==> config.mk <==
export PLATFORM = sky130hd
export DESIGN_NAME = uart_tx
export DESIGN_NICKNAME = d
export VERILOG_FILES = /design/src/rtl/uart_tx_pkg.sv /design/src/rtl/uart_baud_tick.sv /design/src/rtl/uart_tx.sv
export SDC_FILE = /design/constraint.sdc
export NUM_CORES = 1
export LEC_CHECK = 0
export ABC_CLOCK_PERIOD_IN_PS = 2800
export CORE_ASPECT_RATIO = 0.75
export CORE_UTILIZATION = 43
export DETAILED_ROUTE_END_ITERATION = 8
export PLACE_DENSITY = 0.65
export RECOVER_POWER = 100
export SLEW_MARGIN = 20
export SYNTH_ARGS = -nofsm -noshare
export SYNTH_HDL_FRONTEND = slang
export SYNTH_SLANG_ARGS = --single-unit
==> constraint.sdc <==
create_clock -name clk -period 2.8 [get_ports clk]
set_clock_uncertainty 0.15 [all_clocks]
set_input_delay 0.84 -clock clk [delete_from_list [all_inputs] [get_ports clk]]
set_output_delay 0.84 -clock clk [all_outputs]
set_load 0.03 [all_outputs]
==> src/rtl/uart_tx_pkg.sv <==
// Shared definitions for the UART transmitter: FSM state encodings, parity
// mode codes and the default bit period.
package uart_tx_pkg;

  typedef enum logic [2:0] {
    ST_IDLE   = 3'd0,
    ST_START  = 3'd1,
    ST_DATA   = 3'd2,
    ST_PARITY = 3'd3,
    ST_STOP   = 3'd4,
    ST_BREAK  = 3'd5,
    ST_MARK   = 3'd6
  } uart_state_e;

  localparam int UART_PARITY_NONE = 0;
  localparam int UART_PARITY_EVEN = 1;
  localparam int UART_PARITY_ODD  = 2;

  // 100 MHz / 115200 baud
  localparam int UART_CLKS_PER_BIT_DEFAULT = 868;

endpackage

==> src/rtl/uart_baud_tick.sv <==
// Per-bit clock divider: counts 0..CLKS_PER_BIT-1 while enabled and flags the
// terminal count; held at zero when cleared or disabled.
module uart_baud_tick #(
  parameter int CLKS_PER_BIT = 868
) (
  input  logic clk,
  input  logic rst_n,
  input  logic clr_i,
  input  logic en_i,
  output logic tick_o
);

  localparam int CW = (CLKS_PER_BIT > 1) ? $clog2(CLKS_PER_BIT) : 1;
  localparam logic [CW-1:0] TERM = CW'(CLKS_PER_BIT - 1);

  logic [CW-1:0] cnt_q;
  logic [CW-1:0] cnt_d;

  assign tick_o = en_i && (cnt_q == TERM);

  // next count: clear on request or when idle, wrap at terminal count
  always_comb begin
    cnt_d = cnt_q;
    if (clr_i || !en_i) begin
      cnt_d = '0;
    end else if (tick_o) begin
      cnt_d = '0;
    end else begin
      cnt_d = cnt_q + CW'(1);
    end
  end

  // count register
  always_ff @(posedge clk or negedge rst_n) begin
    if (!rst_n) begin
      cnt_q <= '0;
    end else begin
      cnt_q <= cnt_d;
    end
  end

endmodule

==> src/rtl/uart_tx.sv <==
// UART transmitter: start bit, 8 data bits LSB first, optional parity, 1-2
// stop bits, plus a level-driven line break followed by one mark bit.
module uart_tx
  import uart_tx_pkg::*;
#(
  parameter int CLKS_PER_BIT = UART_CLKS_PER_BIT_DEFAULT,
  parameter int PARITY       = UART_PARITY_NONE,
  parameter int STOP_BITS    = 1
) (
  input  logic       clk,
  input  logic       rst_n,
  input  logic       uart_tx_en,
  input  logic [7:0] uart_tx_data,
  input  logic       uart_tx_break,
  output logic       uart_tx_busy,
  output logic       uart_tx_done,
  output logic       uart_txd
);

  localparam logic       PAR_EN    = (PARITY == UART_PARITY_EVEN) || (PARITY == UART_PARITY_ODD);
  localparam logic       PAR_ODD   = (PARITY == UART_PARITY_ODD);
  localparam logic [2:0] LAST_STOP = 3'(STOP_BITS - 1);

  uart_state_e state_q, state_d;
  logic [7:0]  shift_q, shift_d;
  logic [7:0]  data_q, data_d;
  logic [2:0]  bit_idx_q, bit_idx_d;
  logic        txd_q, txd_d;
  logic        busy_q, busy_d;
  logic        done_q, done_d;
  logic        tick_s;
  logic        cnt_clr_s;
  logic        cnt_en_s;

  function automatic logic parity_bit(input logic [7:0] d, input logic odd);
    return (^d) ^ odd;
  endfunction

  assign cnt_en_s = (state_q != ST_IDLE) && (state_q != ST_BREAK);

  uart_baud_tick #(
    .CLKS_PER_BIT(CLKS_PER_BIT)
  ) u_baud (
    .clk   (clk),
    .rst_n (rst_n),
    .clr_i (cnt_clr_s),
    .en_i  (cnt_en_s),
    .tick_o(tick_s)
  );

  // next-state, shift/index updates and registered-output decode
  always_comb begin
    state_d   = state_q;
    shift_d   = shift_q;
    data_d    = data_q;
    bit_idx_d = bit_idx_q;
    done_d    = 1'b0;
    case (state_q)
      ST_IDLE: begin
        if (uart_tx_break) begin
          state_d = ST_BREAK;
        end else if (uart_tx_en) begin
          data_d  = uart_tx_data;
          shift_d = uart_tx_data;
          state_d = ST_START;
        end else begin
          state_d = ST_IDLE;
        end
      end
      ST_START: begin
        if (tick_s) state_d = ST_DATA;
        else        state_d = ST_START;
      end
      ST_DATA: begin
        if (tick_s) begin
          shift_d = {1'b0, shift_q[7:1]};
          if (bit_idx_q == 3'd7) begin
            state_d = PAR_EN ? ST_PARITY : ST_STOP;
          end else begin
            bit_idx_d = bit_idx_q + 3'd1;
          end
        end else begin
          state_d = ST_DATA;
        end
      end
      ST_PARITY: begin
        if (tick_s) state_d = ST_STOP;
        else        state_d = ST_PARITY;
      end
      ST_STOP: begin
        if (tick_s) begin
          if (bit_idx_q == LAST_STOP) begin
            state_d = ST_IDLE;
            done_d  = 1'b1;
          end else begin
            bit_idx_d = bit_idx_q + 3'd1;
          end
        end else begin
          state_d = ST_STOP;
        end
      end
      ST_BREAK: begin
        if (!uart_tx_break) state_d = ST_MARK;
        else                state_d = ST_BREAK;
      end
      ST_MARK: begin
        if (tick_s) begin
          state_d = ST_IDLE;
          done_d  = 1'b1;
        end else begin
          state_d = ST_MARK;
        end
      end
      default: begin
        state_d = ST_IDLE;
      end
    endcase

    // every state entry restarts both the bit period and the bit index
    cnt_clr_s = (state_d != state_q);
    if (cnt_clr_s) begin
      bit_idx_d = 3'd0;
    end else begin
      bit_idx_d = bit_idx_d;
    end

    busy_d = (state_d != ST_IDLE);
    case (state_d)
      ST_START:  txd_d = 1'b0;
      ST_DATA:   txd_d = shift_d[0];
      ST_PARITY: txd_d = parity_bit(data_q, PAR_ODD);
      ST_STOP:   txd_d = 1'b1;
      ST_BREAK:  txd_d = 1'b0;
      ST_MARK:   txd_d = 1'b1;
      default:   txd_d = 1'b1;
    endcase
  end

  // state and output registers
  always_ff @(posedge clk or negedge rst_n) begin
    if (!rst_n) begin
      state_q   <= ST_IDLE;
      shift_q   <= 8'h00;
      data_q    <= 8'h00;
      bit_idx_q <= 3'd0;
      txd_q     <= 1'b1;
      busy_q    <= 1'b0;
      done_q    <= 1'b0;
    end else begin
      state_q   <= state_d;
      shift_q   <= shift_d;
      data_q    <= data_d;
      bit_idx_q <= bit_idx_d;
      txd_q     <= txd_d;
      busy_q    <= busy_d;
      done_q    <= done_d;
    end
  end

  assign uart_txd     = txd_q;
  assign uart_tx_busy = busy_q;
  assign uart_tx_done = done_q;

endmodule
==> flow_summary_export.csv, run 1 <==
group,metric,value,unit
placed_design,dp_hpwl,2.45,mm
worst_setup_path,path_cells,"dlygate4sd3_1",
cells_and_area,drive_above_1_share,13.5,%
pwr,p_int,1.25,mW
synthesis,synth_area_per_cell,10.6,um2
drt,first_pass_iters,4,
drt,dr.max_layer_used,"met4",
cts,cts_max_path_buffers,2,
die,die_w,77.5,um
cells_and_area,fillers,370,
pwr,ir_drop,0.579,mV
cts,htree_levels,2,
grt,grt_pass1_wl,5.95,mm
worst_hold_path,hold_class,"flip-flop to flip-flop",
pwr,switching_power,721,uW
sta,min_period,2.50,ns
cts,holdBufCountCts,0,
worst_setup_path,path_delay_family,"buffers and inverters",
synthesis,synth.area.mux_share,5.99,%
worst_setup_path,path_buf_inv,1,
synthesis,synth-edff-count,0,
pwr,pwr-share-seq,44.3,%
drt,wl_per_cell,13.6,um
pwr,power_per_cell_area,926,mW/mm2
sta,fmax,400,MHz
worst_setup_path,cp_max_fo,1,
worst_setup_path,arrival,1.51,ns
drt,drc,0,
pwr,leakagePower,0.916,nW
cts,clock_sinks,35,
drt,initialDrtViolationCount,113,
synthesis,syn-instance-count,173,
cts,clock_latency,0.28,ns
cts,postCtsSetupBuffers,0,
cells_and_area,area_growth,15.7,%
placed_design,numPortBuffers,14,
die,die-area,0.00455,mm2
worst_setup_path,start_kind,"flip-flop",
cts,cts_tree,"yes",
sta,tightest_slew,0.830,ns
synthesis,synthAdderAreaFrac,2.72,%
run_status,status,"completed",
synthesis,yosys_warnings,0,
worst_setup_path,reg2reg_to,"uart_tx_busy",
sta,finalHoldViolations,0,
drt,wl_met1,1.68,mm
drt,vias,1325,
grt,grt_pass1_vias,1251,
die,die-height,58.6,um
worst_setup_path,critical_path_required,1.81,ns
synthesis,ys_async_sr_fraction,100,%
worst_setup_path,critPathKind,"flip-flop to output pin",
sta,fin_crit_sh,89.4,%
die,rows,20,
sta,rsz0062_at_grt,"no",
synthesis,synth_top_family_by_area,"simple AND/OR/NAND/NOR gates",
grt,grt_max_degree,36,
synthesis,synth_xor_area_share,7.62,%
worst_hold_path,hold_start,"shift_q[3]",
worst_setup_path,r2r_cells,5,
worst_hold_path,min_to,"shift_q[3]",
worst_hold_path,min_path_cells,2,
cells_and_area,nets,207,
grt,grt_overflow,0,
die,coreArea,0.00408,mm2
cts,clk_pin_slew_worst_paths,0.07,ns
drt,wirelength,3.36,mm
sta,slew_headroom,44.7,%
synthesis,netlist-cell-type-count,49,
drt,met2_length,1.48,mm
flow_run,cap_violations,0,
worst_setup_path,cpMaxStageDelayCell,"dlygate4sd3_1",
worst_setup_path,worstReg2RegStart,"u_baud.cnt_q[0]",
drt,via_per_inst,5.36,
pwr,swShare,36.6,%
synthesis,synth_area,0.00184,mm2
grt,track_usage,17.2,%
die,initial_utilization,45.1,%
worst_setup_path,reg2reg_slack,0.42,ns
synthesis,synth_ff_type,"dfrtp_1",
die,pin_count,15,
drt,ant_nets,0,
worst_setup_path,cp-end-kind,"output pin",
cells_and_area,multiInputGateArea,906,um2
sta,final_max_slew_viol_count,0,
synthesis,yosys.area_share.simple,21.4,%
synthesis,synth_compound_area_share,11.8,%
synthesis,syn_nets,189,
drt,met3_length,160,um
cells_and_area,diodes,0,
cts,cts-root-buf,"clkbuf_8",
cells_and_area,seq_area,877,um2
sta,setup_viol,0,
cts,cts_buffers,5,
synthesis,ys_ff_latch,35,
worst_setup_path,slowest_delay,0.72,ns
sta,whs,0.316,ns
grt,antenna_found_initial,0,
synthesis,ys_seq_area_share,47.7,%
pwr,combPwrFrac,38.2,%
pwr,pwr-share-clk,17.5,%
sta,fin_setup_tns,0,ns
cts,cts.repair.resized,0,
placed_design,gp_congestion,0.852,
[power groups by stage]
| stage | clock network (mW) | registers (mW) | logic [mW] |
|---|---|---|---|
| 4_1_cts | 0.362 | 0.871 | 0.768 |
| 3_3_place_gp | 0 | 0.869 | 0.752 |
| 6_report | 0.346 | 0.873 | 0.752 |
| 3_5_place_dp | 0 | 0.879 | 0.765 |
| 5_1_grt | 0.387 | 0.910 | 0.848 |
| 2_1_floorplan | 0 | 0.833 | 0.633 |
[stage by stage]
stage | utilization, % | instance area (um2) | power [mW] | std cells | setup slack, ns
6_report | 52.2 | 2130 | 1.97 | 247 | 0.298
5_1_grt | 52.2 | 2130 | 2.14 | 247 | 0.187
4_1_cts | 52.4 | 2140 | 2.00 | 247 | 0.351
3_5_place_dp | 50.4 | 2060 | 1.64 | 239 | 0.112
3_3_place_gp | 50.4 | 2060 | 1.62 | 239 | 0.169
2_1_floorplan | - | 1840 | 1.47 | 173 | 0.632
[state kept, by name, indices dropped and copies added (netlist names)]
signal and cells:
uart_tx_busy 1, shift_q 8, uart_txd 1, uart_tx_done 1, data_q 8, bit_idx_q 3, state_q 3, u_baud.cnt_q 10
[worst max path at each step]
stage,end,slack (ns),cells past startpoint,start
floorplan,data_q[5],0.63,3,uart_tx_break
global placement,uart_txd,0.17,6,uart_tx_break
detailed placement,uart_txd,0.11,6,uart_tx_break
CTS,uart_txd,0.35,1,uart_txd
global route,uart_txd,0.19,6,uart_tx_break
finish,uart_txd,0.30,1,uart_txd
[metal layers]
metal	up-vias	track usage, %
met4	0	5.66
met2	34	24.9
met3	4	4.19
met1	640	25.2
li1	647	-
met5	-	0
[final cells by class]
cell class                      count  share of cell area, %
Multi-Input combinational cell    126                   42.6
Clock buffer                        7                   3.59
Timing Repair Buffer               17                   8.11
Clock inverter                      1                  0.235
Tap cell                           55                   3.23
Inverter                            6                   1.06
Sequential cell                    35                   41.2
[cells in the final DEF, fill, tap and decap left out, types with 2 or more instances in the layout]
cell type,count
ha_1,4
nor3b_1,2
nor3_1,2
dfrtp_1,34
clkdlybuf4s50_1,9
o22ai_1,3
o21ai_0,3
nor2b_1,2
dlygate4sd3_1,5
clkbuf_8,5
nand2_1,17
and2_1,2
a22oi_1,6
mux2i_1,2
nand3_1,4
inv_1,6
clkbuf_1,2
xor2_1,5
nor2_1,19
a211oi_1,2
a32oi_1,2
mux2_2,8
nand2b_1,6
a31o_2,2
xnor2_1,11
[synthesized netlist by cell type, drive strengths merged (2+ instances only)]
| cell type | instances | share of area, % |
|---|---|---|
| a211oi | 2 | 0.82 |
| a221oi | 2 | 1.3 |
| a22oi | 6 | 2.4 |
| a31o | 2 | 0.95 |
| a32oi | 2 | 0.95 |
| and2 | 2 | 0.68 |
| buf | 2 | 0.68 |
| clkbuf | 4 | 0.82 |
| dfrtp | 34 | 46 |
| ha | 4 | 2.7 |
| inv | 6 | 1.2 |
| mux2 | 8 | 4.9 |
| mux2i | 2 | 1.1 |
| nand2 | 17 | 3.5 |
| nand2b | 6 | 2.0 |
| nand3 | 4 | 1.1 |
| nor2 | 20 | 4.5 |
| nor2b | 2 | 0.68 |
| nor3 | 3 | 1.1 |
| nor3b | 2 | 0.82 |
| nor4 | 2 | 1.8 |
| o21ai | 3 | 0.82 |
| o22ai | 3 | 1.0 |
| or3 | 2 | 0.95 |
| xnor2 | 11 | 5.2 |
| xor2 | 5 | 2.4 |
[cells by family after synthesis]
group | after synthesis
muxes | 10
xor gates and xnor gates | 16
adders and majority gates | 4
AOI/OAI and AO/OA | 28
and+or+nand+nor | 68
DFF | 35
buffers and inverters | 12
Power figures use the tool's default switching activity.
==> run 2: changes to the inputs <==
- ABC_AREA: unset -> 1
- CELL_PAD_IN_SITES_DETAIL_PLACEMENT: unset -> 1
- CELL_PAD_IN_SITES_GLOBAL_PLACEMENT: unset -> 1
- PLACE_DENSITY: 0.65 -> 0.81
==> run 2 against run 1 <==
Flip-flop and latch count unchanged. Sequential power down 12%. Clock-buffer cell count down 1. First-iteration DRC count down 30%. Critical path depth unchanged. Largest cell class is now flip-flops and latches. Routed wire length up 28%. Non-clock buffer count down 2. Critical endpoint unchanged. Combinational power up 34%. Maximum frequency down 0.61%. Largest power group is now combinational cells. Via count up 13%. Worst hold slack better by 0.015 ns. Global-route usage up 3.7 points.
==> flow_summary_export.csv, run 2 <==
group,metric,value,unit
grt,grtUsageMet1,29.8,%
synthesis,yosysMostFrequentCell,"nand2_1",
synthesis,yosys_warnings,0,
run_status,status,"completed",
grt,grtUsageMet3,5.65,%
synthesis,ys_ff_latch,35,
cells_and_area,largest_reg_flops,10,
synthesis,yosys-top-cells-count,"59 x nand2_1, 34 x dfrtp_1, 29 x inv_1, 25 x nor2_1, 11 x nor2_2",
synthesis,syn-instance-count,229,
synthesis,synth_area,0.00193,mm2
cells_and_area,diodes,0,
synthesis,synth.area.top_cells,"dfrtp_1 44%, nand2_1 11%, inv_1 5.6%",
pwr,leakagePower,1.06,nW
die,die_w,79.3,um
grt,grt_most_used_layer,"met2",
cts,clk_pin_slew_worst_paths,0.07,ns
worst_setup_path,path_cells,"dlygate4sd3_1",
synthesis,ys_async_sr_fraction,100,%
cells_and_area,final_cell_mix,"63 x nand2_1, 34 x dfrtp_1, 32 x nor2_1, 30 x inv_1, 9 x clkdlybuf4s50_1",
sta,tightest_slew,0.872,ns
sta,setup_viol,0,
synthesis,syn_nets,245,
worst_setup_path,path_buf_inv,1,
worst_setup_path,cp_max_fo,1,
cts,postCtsSetupBuffers,0,
grt,track_usage,20.9,%
flow_run,cap_violations,0,
grt,grtUsageMet2,31.5,%
synthesis,synth_area_per_cell,8.41,um2
synthesis,netlist-cell-type-count,28,
cells_and_area,drive_above_1_share,13.9,%
worst_setup_path,path_delay_family,"buffers and inverters",
drt,via_per_inst,4.89,
cells_and_area,regMostFlops,"u_baud.cnt_q",
synthesis,synth_top_area_share,44.2,%
worst_setup_path,start_kind,"flip-flop",
drt,vias,1501,
pwr,power_per_cell_area,1010,mW/mm2
cts,clock_latency,0.29,ns
sta,fmax,397,MHz
cts,holdBufCountCts,0,
drt,first_pass_iters,4,
drt,drc,0,
grt,antenna_found_initial,0,
placed_design,numPortBuffers,14,
cells_and_area,nets,267,
sta,whs,0.331,ns
sta,slew_headroom,41.9,%
sta,fin_setup_tns,0,ns
cells_and_area,postLayoutCellArea,0.00222,mm2
worst_setup_path,cpMaxStageDelayCell,"dlygate4sd3_1",
grt,grt_pass1_wl,7.22,mm
die,coreArea,0.00418,mm2
synthesis,synth-edff-count,0,
drt,ant_nets,0,
placed_design,pre_cts_ws,0.326,ns
drt,wirelength,4.28,mm
cts,cts-root-buf,"clkbuf_8",
sta,min_period,2.52,ns
cts,cts_max_path_buffers,2,
grt,grt_overflow,0,
grt,grt_max_degree,36,
worst_setup_path,critical_path_required,1.81,ns
sta,rsz0062_at_grt,"no",
synthesis,synth_top_cell_by_area,"dfrtp_1",
worst_setup_path,critPathKind,"flip-flop to output pin",
pwr,ir_drop,0.737,mV
die,die-area,0.00476,mm2
cells_and_area,top_regs,"u_baud.cnt_q x10, data_q x8, shift_q x8",
sta,finalHoldViolations,0,
sta,fin_crit_sh,89.9,%
worst_setup_path,slowest_delay,0.73,ns
grt,grt_pass1_vias,1558,
synthesis,synth_ff_type,"dfrtp_1",
sta,worst_slack,0.283,ns
cts,cts.repair.resized,0,
die,pin_count,15,
worst_hold_path,hold_class,"flip-flop to flip-flop",
drt,initialDrtViolationCount,79,
cts,htree_levels,2,
placed_design,gp_congestion,0.843,
sta,final_max_slew_viol_count,0,
worst_setup_path,arrival,1.53,ns
worst_setup_path,cp-end-kind,"output pin",
die,initial_utilization,46.1,%
cts,cts_buffers,5,
cts,cts_tree,"yes",
synthesis,ys_seq_area_share,45.5,%
drt,wl_per_cell,14.0,um
die,die-height,60.0,um
placed_design,placed_cell_area,0.00214,mm2
die,rows,20,
cts,clock_sinks,35,
placed_design,dp_hpwl,3.30,mm
cells_and_area,final_common_cell,"nand2_1",
cells_and_area,area_growth,15.3,%
run 2: changes by cell type after synthesis, sizes merged, moves of 6 or more:
| cell | previous run | this run |
|---|---|---|
| a22oi | 6 | 0 |
| inv | 6 | 37 |
| mux2 | 8 | 0 |
| nand2 | 17 | 67 |
| nand2b | 6 | 0 |
| nand3 | 4 | 11 |
| nor2 | 20 | 38 |
run 2: final timing paths:
check                                startpoint         endpoint  slack (ns)  cells past startpoint
worst max register to register  u_baud.cnt_q[0]  u_baud.cnt_q[4]        0.75                     10
max in group asynchronous                 rst_n       state_q[1]        0.91                      2
worst max-delay path                   uart_txd         uart_txd        0.28                      1
worst min-delay path            u_baud.cnt_q[0]  u_baud.cnt_q[0]        0.33                      1
min in group asynchronous                 rst_n        data_q[2]        1.05                      2
worst min register to register  u_baud.cnt_q[0]  u_baud.cnt_q[0]        0.33                      1
run 2: layer usage:
layer / up-vias / wire length (um)
li1: 758 / -
met1: 725 / 2350
met5: - / 0
met3: 5 / 119
met4: 0 / 32
met2: 13 / 1780
run 2: logic make-up after synthesis:
kind of cell / after synthesis / synth area share, %
and+or+nand+nor: 123 / 32.0
buffers and inverters: 37 / 7.21
AOI/OAI and AO/OA: 17 / 6.75
DFF: 35 / 45.5
adders and majority gates: 4 / 2.60
xor gates and xnor gates: 13 / 5.91
run 2: report_power, final:
| part | internal, mW | total [mW] | switching (mW) |
|---|---|---|---|
| logic | 0.351 | 1.01 | 0.655 |
| clock network | 0.288 | 0.471 | 0.183 |
| registers | 0.665 | 0.768 | 0.102 |
| total | 1.30 | 2.24 | 0.940 |
run 2: final cells by class:
cell class,instances,area (um2)
multi-input combinational,157,875
sequential,35,877
timing repair buffer,15,145
clock buffer,6,82.6
clock inverter,2,35.0
inverter,37,139
fill,519,1960
tap,55,68.8
run 2: through the flow:
step	total power, mW	util (%)	std cells
floorplan	1.57	-	229
global route	2.41	53.2	307
CTS	2.33	54.1	307
global placement	1.81	51.3	299
detailed placement	1.84	51.3	299
finish	2.24	53.2	307
==> run 3: changes to the inputs <==
- CTS_BUF_LIST: unset -> sky130_fd_sc_hd__clkbuf_4
- TNS_END_PERCENT: unset -> 5
==> run 3 against run 2 <==
Global-route usage shrank 0.34 points. First-iteration DRC count is 11% lower. Register-to-register slack worse by 0.44 ns. Total power down 5.4%. Sequential share of layout area rose by 1.0 points. Cell count unchanged. Combinational power is essentially flat. Routed wire length decreased by 1.5%.
==> flow_summary_export.csv, run 3 (synthesized netlist as in run 2, its figures left out) <==
group,metric,value,unit
worst_setup_path,cp_max_fo,1,
placed_design,gp_congestion,0.843,
grt,antenna_found_initial,0,
grt,grt_overflow,0,
sta,tightest_slew,0.868,ns
worst_setup_path,critical_path_required,1.81,ns
sta,finalHoldViolations,0,
cts,cts_buffers,5,
worst_setup_path,slowest_delay,0.73,ns
cts,clock_latency,0.34,ns
worst_setup_path,cp-end-kind,"output pin",
cts,cts_max_path_buffers,2,
grt,track_usage,20.5,%
worst_setup_path,arrival,1.59,ns
worst_setup_path,path_cells,"dlygate4sd3_1",
pwr,total_power,2.12,mW
cells_and_area,drive_above_1_share,15.1,%
worst_setup_path,cpMaxStageDelayCell,"dlygate4sd3_1",
worst_setup_path,start_kind,"flip-flop",
run_status,status,"completed",
die,die_w,79.3,um
die,die-area,0.00476,mm2
sta,fin_crit_sh,92.0,%
drt,wirelength,4.22,mm
cells_and_area,final_common_cell,"nand2_1",
sta,fin_setup_tns,0,ns
cts,cts.repair.resized,0,
worst_setup_path,r2r_cells,10,
cells_and_area,diodes,0,
drt,initialDrtViolationCount,70,
cells_and_area,nets,267,
sta,setup_viol,0,
cts,postCtsSetupBuffers,0,
cts,htree_levels,2,
worst_hold_path,hold_start,"u_baud.cnt_q[0]",
drt,vias,1489,
die,coreArea,0.00418,mm2
worst_setup_path,reg2reg_to,"u_baud.cnt_q[1]",
sta,rsz0062_at_grt,"no",
sta,fmax,388,MHz
drt,wl_per_cell,13.7,um
worst_setup_path,cp-endpoint,"uart_txd",
cts,cts_tree,"yes",
cells_and_area,top_regs,"u_baud.cnt_q x10, data_q x8, shift_q x8",
sta,final_max_slew_viol_count,0,
cells_and_area,regMostFlops,"u_baud.cnt_q",
pwr,ir_drop,0.490,mV
cts,holdBufCountCts,0,
worst_setup_path,path_buf_inv,1,
worst_hold_path,hold_class,"flip-flop to flip-flop",
placed_design,dp_hpwl,3.30,mm
die,rows,20,
cts,cts-root-buf,"clkbuf_4",
die,die-height,60.0,um
worst_setup_path,reg2reg_slack,0.31,ns
die,initial_utilization,46.1,%
placed_design,numPortBuffers,14,
flow_run,cap_violations,0,
worst_setup_path,critPathKind,"flip-flop to output pin",
cts,clk_pin_slew_worst_paths,0.11,ns
drt,drc,0,
worst_setup_path,startpoint,"uart_txd",
pwr,power_per_cell_area,981,mW/mm2
worst_setup_path,path_delay_family,"buffers and inverters",
drt,first_pass_iters,4,
pwr,leakagePower,1.04,nW
sta,min_period,2.58,ns
cells_and_area,area_growth,12.4,%
sta,slew_headroom,42.1,%
grt,grt_pass1_vias,1561,
cts,clock_sinks,35,
drt,ant_nets,0,
cells_and_area,fin_util,51.8,%
grt,grt_max_degree,36,
grt,grt_pass1_wl,7.11,mm
worst_setup_path,cp.depth,1,
worst_setup_path,worstReg2RegStart,"u_baud.cnt_q[0]",
cells_and_area,final_cell_mix,"60 x nand2_1, 34 x dfrtp_1, 30 x inv_1, 28 x nor2_1",
die,pin_count,15,
drt,via_per_inst,4.85,
cells_and_area,largest_reg_flops,10,
[run 3: area by class of cell]
| cell class | instances | area (um2) |
|---|---|---|
| fillers | 522 | 2010 |
| flip-flops and latches | 35 | 877 |
| multi-input cells | 157 | 860 |
| repair buffers | 15 | 145 |
| inverters | 37 | 139 |
| well taps | 55 | 68.8 |
| clock inverters | 3 | 38.8 |
| clock buffers | 5 | 37.5 |
[run 3: how the worst min path moves through the flow]
stage,end,cells after the start
finish,u_baud.cnt_q[0],1
CTS,u_baud.cnt_q[0],1
global route,u_baud.cnt_q[0],1
floorplan,u_baud.cnt_q[0],1
detailed placement,u_baud.cnt_q[0],1
global placement,u_baud.cnt_q[0],1
[run 3: per-layer routing]
layer / share of wire (%) / global-route usage, % / vias to the layer above
met1: 55 / 29.4 / 716
met2: 41 / 30.7 / 11
met5: 0 / 0 / -
met4: 0.85 / 5.71 / 0
met3: 2.5 / 5.50 / 5
li1: - / - / 757
[run 3: where the power goes]
group          switching, mW  leakage, nW  total, mW  internal, mW
clock                  0.173       0.0426      0.357         0.184
sequential             0.104        0.450      0.768         0.664
combinational          0.650        0.549      0.999         0.349
[run 3: stage by stage]
step                cells  area (um2)  hold WS [ns]  setup slack, ns
floorplan             229        1930         0.293            0.996
global placement      299        2140         0.314            0.330
detailed placement    299        2140         0.323            0.326
CTS                   307        2220         0.344            0.278
global route          307        2170         0.349            0.141
finish                307        2170         0.340            0.225
